--- config.mk ---
export PLATFORM = sky130hd
export DESIGN_NAME = count_seq_ctrl
export DESIGN_NICKNAME = d
export VERILOG_FILES = /design/src/rtl/count_seq_ctrl.sv
export SDC_FILE = /design/constraint.sdc
export NUM_CORES = 1
export LEC_CHECK = 0
export CORE_MARGIN = 2
export CORE_UTILIZATION = 54
export DETAILED_ROUTE_END_ITERATION = 10
export HOLD_SLACK_MARGIN = 0.15
export PLACE_DENSITY = 0.88
export SLEW_MARGIN = 20
export SYNTH_ARGS = -nofsm -noshare
export SYNTH_HDL_FRONTEND = slang
export SYNTH_SLANG_ARGS = --single-unit
--- constraint.sdc ---
create_clock -name clk -period 2.8 [get_ports clk]
set_input_delay 0.28 -clock clk [delete_from_list [all_inputs] [get_ports clk]]
set_output_delay 0.28 -clock clk [all_outputs]
set_load 0.005 [all_outputs]
--- src/rtl/count_seq_ctrl.sv ---
// count_seq_ctrl: run-controlled up/down sweep counter.
//
// A run is started from IDLE. The counter sweeps 0 -> limit -> 0 a
// programmable number of laps. A prescaler divides the step rate. The
// run ends with a one-cycle DONE state and then returns to IDLE.
//
// Optional feature: define COUNT_SEQ_HOLD_EN to add a 'hold' input.
// While hold is high during a run, the prescaler and count freeze and
// tick is suppressed. stop and reset still act. Without the macro the
// port does not exist and the block behaves as if hold were tied low.
//
// Control handshake: start is a level request that is taken only in
// IDLE when stop is low. Taking start latches div_sel, limit and laps
// for the whole run. stop is honoured in every state and always wins
// over start. No acknowledge is returned; busy/state show acceptance.
module count_seq_ctrl #(
  parameter int WIDTH = 8
) (
  input  logic             clk,
  input  logic             rst_n,
  input  logic             start,
  input  logic             stop,
`ifdef COUNT_SEQ_HOLD_EN
  input  logic             hold,
`endif
  input  logic [2:0]       div_sel,
  input  logic [WIDTH-1:0] limit,
  input  logic [3:0]       laps,
  output logic [WIDTH-1:0] count,
  output logic             dir,
  output logic             tick,
  output logic             busy,
  output logic             done,
  output logic [1:0]       state
);

  // Encoding is visible on the state output, so values are fixed.
  typedef enum logic [1:0] {
    S_IDLE = 2'b00,
    S_UP   = 2'b01,
    S_DOWN = 2'b10,
    S_DONE = 2'b11
  } state_t;

  state_t           state_q, state_d;
  logic [WIDTH-1:0] count_q, count_d;
  logic [2:0]       presc_q, presc_d;
  logic [3:0]       lap_q,   lap_d;

  // Run parameters captured when start is accepted.
  logic [2:0]       div_lat_q,   div_lat_d;
  logic [WIDTH-1:0] limit_lat_q, limit_lat_d;
  logic [3:0]       laps_lat_q,  laps_lat_d;

  logic             hold_w;
  logic             run_w;
  logic             tick_w;
  logic [3:0]       laps_eff;
  logic [WIDTH-1:0] count_inc;
  logic [WIDTH-1:0] count_dec;
  logic [3:0]       lap_inc;
  logic [2:0]       presc_inc;

`ifdef COUNT_SEQ_HOLD_EN
  assign hold_w = hold;
`else
  assign hold_w = 1'b0;
`endif

  // Derived run conditions: activity, tick, and step arithmetic.
  always_comb begin
    run_w     = (state_q == S_UP) || (state_q == S_DOWN);
    // The prescaler wraps on the same cycle the tick fires.
    tick_w    = run_w && !hold_w && (presc_q == div_lat_q);
    // A lap count of zero still runs one full sweep.
    laps_eff  = (laps_lat_q == 4'd0) ? 4'd1 : laps_lat_q;
    count_inc = count_q + WIDTH'(1);
    count_dec = count_q - WIDTH'(1);
    lap_inc   = lap_q + 4'd1;
    presc_inc = presc_q + 3'd1;
  end

  // Next-state and datapath update; stop overrides everything at the end.
  always_comb begin
    state_d     = state_q;
    count_d     = count_q;
    presc_d     = presc_q;
    lap_d       = lap_q;
    div_lat_d   = div_lat_q;
    limit_lat_d = limit_lat_q;
    laps_lat_d  = laps_lat_q;

    case (state_q)
      S_IDLE: begin
        count_d = '0;
        if (start && !stop) begin
          div_lat_d   = div_sel;
          limit_lat_d = limit;
          laps_lat_d  = laps;
          presc_d     = 3'd0;
          lap_d       = 4'd0;
          // A zero limit leaves nothing to sweep: report completion at once.
          state_d     = (limit == '0) ? S_DONE : S_UP;
        end
      end

      S_UP: begin
        if (!hold_w) begin
          if (tick_w) begin
            presc_d = 3'd0;
            count_d = count_inc;
            if (count_inc == limit_lat_q) begin
              state_d = S_DOWN;
            end
          end else begin
            presc_d = presc_inc;
          end
        end
      end

      S_DOWN: begin
        if (!hold_w) begin
          if (tick_w) begin
            presc_d = 3'd0;
            count_d = count_dec;
            if (count_dec == '0) begin
              lap_d   = lap_inc;
              state_d = (lap_inc == laps_eff) ? S_DONE : S_UP;
            end
          end else begin
            presc_d = presc_inc;
          end
        end
      end

      S_DONE: begin
        count_d = '0;
        presc_d = 3'd0;
        lap_d   = 4'd0;
        state_d = S_IDLE;
      end

      default: begin
        state_d = S_IDLE;
        count_d = '0;
        presc_d = 3'd0;
        lap_d   = 4'd0;
      end
    endcase

    // Abort: back to IDLE with run state cleared and no done pulse.
    if (stop) begin
      state_d = S_IDLE;
      count_d = '0;
      presc_d = 3'd0;
      lap_d   = 4'd0;
    end
  end

  // State and datapath registers with synchronous active-low reset.
  always_ff @(posedge clk) begin
    if (!rst_n) begin
      state_q     <= S_IDLE;
      count_q     <= '0;
      presc_q     <= 3'd0;
      lap_q       <= 4'd0;
      div_lat_q   <= 3'd0;
      limit_lat_q <= '0;
      laps_lat_q  <= 4'd0;
    end else begin
      state_q     <= state_d;
      count_q     <= count_d;
      presc_q     <= presc_d;
      lap_q       <= lap_d;
      div_lat_q   <= div_lat_d;
      limit_lat_q <= limit_lat_d;
      laps_lat_q  <= laps_lat_d;
    end
  end

  // Outputs decoded from the registered state.
  always_comb begin
    count = count_q;
    state = state_q;
    dir   = (state_q == S_UP);
    busy  = run_w;
    done  = (state_q == S_DONE);
    tick  = tick_w;
  end

endmodule

# ---- Word level (Yosys, flattened, before mapping)
# Cells that the tools add are included.
dict set report totals {
  output_inout_bits 14
  regBits 32
  wordCells 58
  inputBits 19
}
dict set report classes {
  mux 19
  n_addsub 4
  n_bitwise 1
  reduce_logical 16
  n_eq_ne 11
}
# operator count
set op_table {}
lappend op_table {{$pmux 8 s3} 1}
lappend op_table {{$logic_not 8->1} 2}
lappend op_table {{$mux 4} 4}
lappend op_table {{$mux 8} 2}
lappend op_table {{$mux 2} 7}
lappend op_table {{$pmux 4 s3} 1}
lappend op_table {{$pmux 3 s3} 1}
lappend op_table {{$add 8x1->8 const B} 1}
lappend op_table {{$eq 8x8->1} 1}
lappend op_table {{$pmux 2 s4} 1}
lappend op_table {{$sub 8x1->8 const B} 1}
lappend op_table {{$mux 3} 2}
lappend op_table {{$ne 2x1->1 const B} 3}
lappend op_table {{$reduce_or 2->1} 3}
lappend op_table {{$reduce_and 5->1} 1}
lappend op_table {{$add 4x1->4 const B} 1}
lappend op_table {{$eq 2x2->1 const B} 2}
lappend op_table {{$eq 4x4->1} 1}
lappend op_table {{$logic_not 4->1} 1}
lappend op_table {{$ne 2x2->1 const B} 2}
lappend op_table {{$reduce_and 2->1} 2}
lappend op_table {{$reduce_and 4->1} 1}
lappend op_table {{$add 3x1->3 const B} 1}
lappend op_table {{$eq 3x3->1} 1}
lappend op_table {{other kinds (7)} 8}

# ---- Depth between registers and ports, before layout
dict set report depth {
  ltp_word 7
  depth_mapped 10
  depth_no_buf 9
}

# ---- Worst setup path after synthesis
# OpenSTA, ideal clock, no wires.
dict set report synth_timing {
  path_kind {reg-to-reg}
  start {reg count_q[1], in the netlist count[1]}
  end {reg state_q[1], in the netlist state[1]}
  required_time_ns 2.685
  stages_incl_launch_ff 9
  slack_ns 0.714
  arrival_time_ns 1.971
  cell_sequence {dfxtp_1 -> inv_1 -> ha_1 -> xor2_1 -> nor3_2 -> o2111ai_1 -> o31a_1 -> o31a_1 -> o21a_1}
}
dict set report synth_via {
  elab_chain_len 4
}
# item line
set synth_lines {}
lappend synth_lines {{start: declaration} 46} ;# logic [WIDTH-1:0] count_q, count_d;
lappend synth_lines {{start signal: assignment} 172} ;# count_q <= count_d;
lappend synth_lines {{$add 8x1->8 or $sub 8x1->8 (tied branches)} {77, 78}}
lappend synth_lines {{$eq 8x8->1 or $logic_not 8->1 (tied branches)} {112, 126}}
lappend synth_lines {{$ne 2x1->1 (no source line)} n/a}
lappend synth_lines {{$reduce_and 5->1 (no source line) (*)} n/a}
lappend synth_lines {{end signal: assignment} 171} ;# state_q <= state_d;
lappend synth_lines {{end: declaration} 45} ;# state_t state_q, state_d;
# Every way passes the cells marked *; elsewhere a longest branch is shown, timed or not.
# A chain may end at the register's enable or synchronous reset.

# ---- Worst setup path in the final report
dict set report layout_timing {
  start {reg count_q[0], in the netlist count[0]}
  end {reg state_q[1], in the netlist state[1]}
}
# The elaborated chain is that of the path after synthesis.

==> impl_results.md <==
* Status: completed
* Post-route cell area at 0.00256 mm^2
* Routed Antenna Nets at 0
* Pre-Repair DR Iteration Count at 4
* Clk Latency, worst-skew pair at 0.29 ns
* Total power at between 1 and 1.5 mW
* Critical path required time at just under 3 ns
* Routing usage on met2 at 41.1%
* Crit Path Max Fanout at 12
* Global route overflow at 0
* CTS tree: yes
* Die area at roughly 0.0045 mm^2
* Final nets at approximately 330
* Synth warnings at 0
* # Post-CTS Setup Buffers at 0
* Vias at approximately 2.0k
* Final Max Tran Viols at 0
* Post-route setup slack at 0.264 ns
* Period utilisation layout at between 90% and 100%
* Starting Density at between 50 and 60%
* Worst Hold Class: reg2reg
* Hold_ws at ~0.46 ns
* Vias/cell at roughly 5.7
* Post-cts gate resize count at 0
* Final Hold Viols at 0
* Post-DP HPWL at approximately 3.7 mm
* Post-Route Skew at around 0.012 ns
* Vias in the first global route at 1821
* Relative slew slack at about 62%
* CP Capture Type: flip-flop
* Layout Cells excl Fill at 349
* Sinks on Clock Net at 32
* Fillers at 330
* Antenna cells at 0
* CP Data Arrival Time at approximately 2.7 ns
* GRT Resource Usage Total at between 20% and 30%
* Total I/O pin count at 33
* First-pass GRT wire length at a little under 9 mm
* Initial antenna violation count at 0
* Fmax at slightly below 400 MHz
* Layout cell share with drive strength beyond 1 at under 10%
* Library cells used by synthesis at 50
* Slew at the pin closest to its max-slew limit at roughly 0.57 ns
* Met3 Use GR at under 10%
* Chip height at between 60 and 70 um
* Core Util, Final at approximately 69%
* CP Class: reg2reg
* Row Count at 22
* PortBufs at 32
* First DRT Iteration DRCs at around 260
* Syn_nets at ~300
* Die width at between 60 and 70 um
* Core area at 0.00372 mm^2
* FFs w/ async S/R, synth at 0%
* Sum of negative setup slack at 0 ns
* Maximum vdd drop at 0.249 mV
* Drc violations at 0
* Syn_area_per_cell at ~8 um^2
* Ys flop type: dfxtp_1
* Met1 Use GR at 33.9%
* Max Cap Viol at 0
* Max H-tree Level at 2
* Worst setup SP type: flip-flop
* Syn Std Cell Area at 0.00213 mm^2
* Clock-pin slew on the worst setup and hold paths at ~0.070 ns
* Number of synthesized flops with an enable pin at 0
* RSZ-0062 raised after global routing: no
* Tmin final at 2.54 ns
* CTS buffer count at 5
* Endpoints failing setup at 0
* Commonest non-fill, non-tap cell in the layout: nand2_1
* CTS Root Cell: clkbuf_8
* Synthesized instance count at ~270
* Clock Path Buffers at 2
* Post-CTS Hold Fix Bufs at 0
* WL final at between 5 and 6 mm
* Area growth, synth to finish at 20.2%
* Register area share after synthesis at between 30% and 40%
* Drt wl/cell at roughly 14 um
* Most frequent cells in the layout: nand2_1, dfxtp_1, clkdlybuf4s50_1, a21oi_1, nor2_1
* Worst slack at placement at 0.365 ns
* Leak Pwr at 0.927 nW
* Dpl cell area at 0.00246 mm^2
* Synthesis-stage register bit count at 32
* Global route hottest layer: met2
* Placer Congestion at ~0.96
* PwrDens at roughly 420 mW/mm^2
* Dpl cells at ~340
* Largest net degree at the start of global routing at 18
==> flip-flops by register name (all words and copies together) (netlist names) <==
register and cells:
lap_q 4, state 2, laps_lat_q 4, div_lat_q 3
presc_q 3, count 8, limit_lat_q 8
==> layer usage <==
layer | vias to the layer above | routed length (um)
met1 | 887 | 2180
met5 | - | 0
met4 | 0 | 62
met2 | 92 | 2380
li1 | 1006 | -
met3 | 6 | 396
==> Yosys cell counts (all sizes together), types with 6 or more instances <==
library cell / count / area, um^2
ha: 9 / 113
inv: 9 / 33.8
buf: 6 / 36.3
nor3: 15 / 90.1
o21ai: 12 / 60.1
xor2: 6 / 52.6
a21boi: 15 / 113
nand2b: 6 / 37.5
clkbuf: 10 / 37.5
xnor2: 16 / 148
nand2: 46 / 173
nor2: 16 / 60.1
a21oi: 17 / 85.1
nand3: 12 / 72.6
dfxtp: 32 / 641
==> layout make-up <==
| type | count | area [um^2] | area share, % |
|---|---|---|---|
| Sequential cell | 32 | 641 | 25.0 |
| Clock inverter | 1 | 7.51 | 0.294 |
| Tap cell | 48 | 60.1 | 2.35 |
| Multi-Input combinational cell | 215 | 1370 | 53.7 |
| Clock buffer | 7 | 86.3 | 3.38 |
| Inverter | 10 | 38.8 | 1.52 |
| Timing Repair Buffer | 36 | 350 | 13.7 |
==> power by group <==
| group | total (mW) | switching, mW | internal [mW] |
|---|---|---|---|
| clock | 0.376 | 0.176 | 0.200 |
| combinational | 0.212 | 0.114 | 0.0973 |
| sequential | 0.487 | 0.0173 | 0.470 |
| total | 1.07 | 0.307 | 0.767 |
==> final timing paths <==
path                                    start             to  slack [ns]  cells past startpoint
worst max-delay path                 count[0]       state[1]        0.26                      8
worst min-delay path            laps_lat_q[0]  laps_lat_q[0]        0.46                      2
worst min register to register  laps_lat_q[0]  laps_lat_q[0]        0.46                      2
worst max register to register       count[0]       state[1]        0.26                      8
==> cells by family after synthesis <==
group | synth area share (%)
multiplexers | 1.00
buffers and inverters | 5.29
AO/OA/AOI/OAI | 21.8
flip-flops | 30.1
AND/OR/NAND/NOR | 27.1
XOR/XNOR | 9.41
adder cells (fa/ha/maj) | 5.29
==> critical path, stage by stage (launching register included) <==
cell,delay [ns]
dfxtp_1,0.65
ha_1,0.37
nand3_1,0.15
nor2_1,0.22
xnor2_1,0.14
o2111ai_1,0.14
o31a_1,0.32
o31a_1,0.30
o21a_1,0.13
Power figures use the tool's default switching activity.
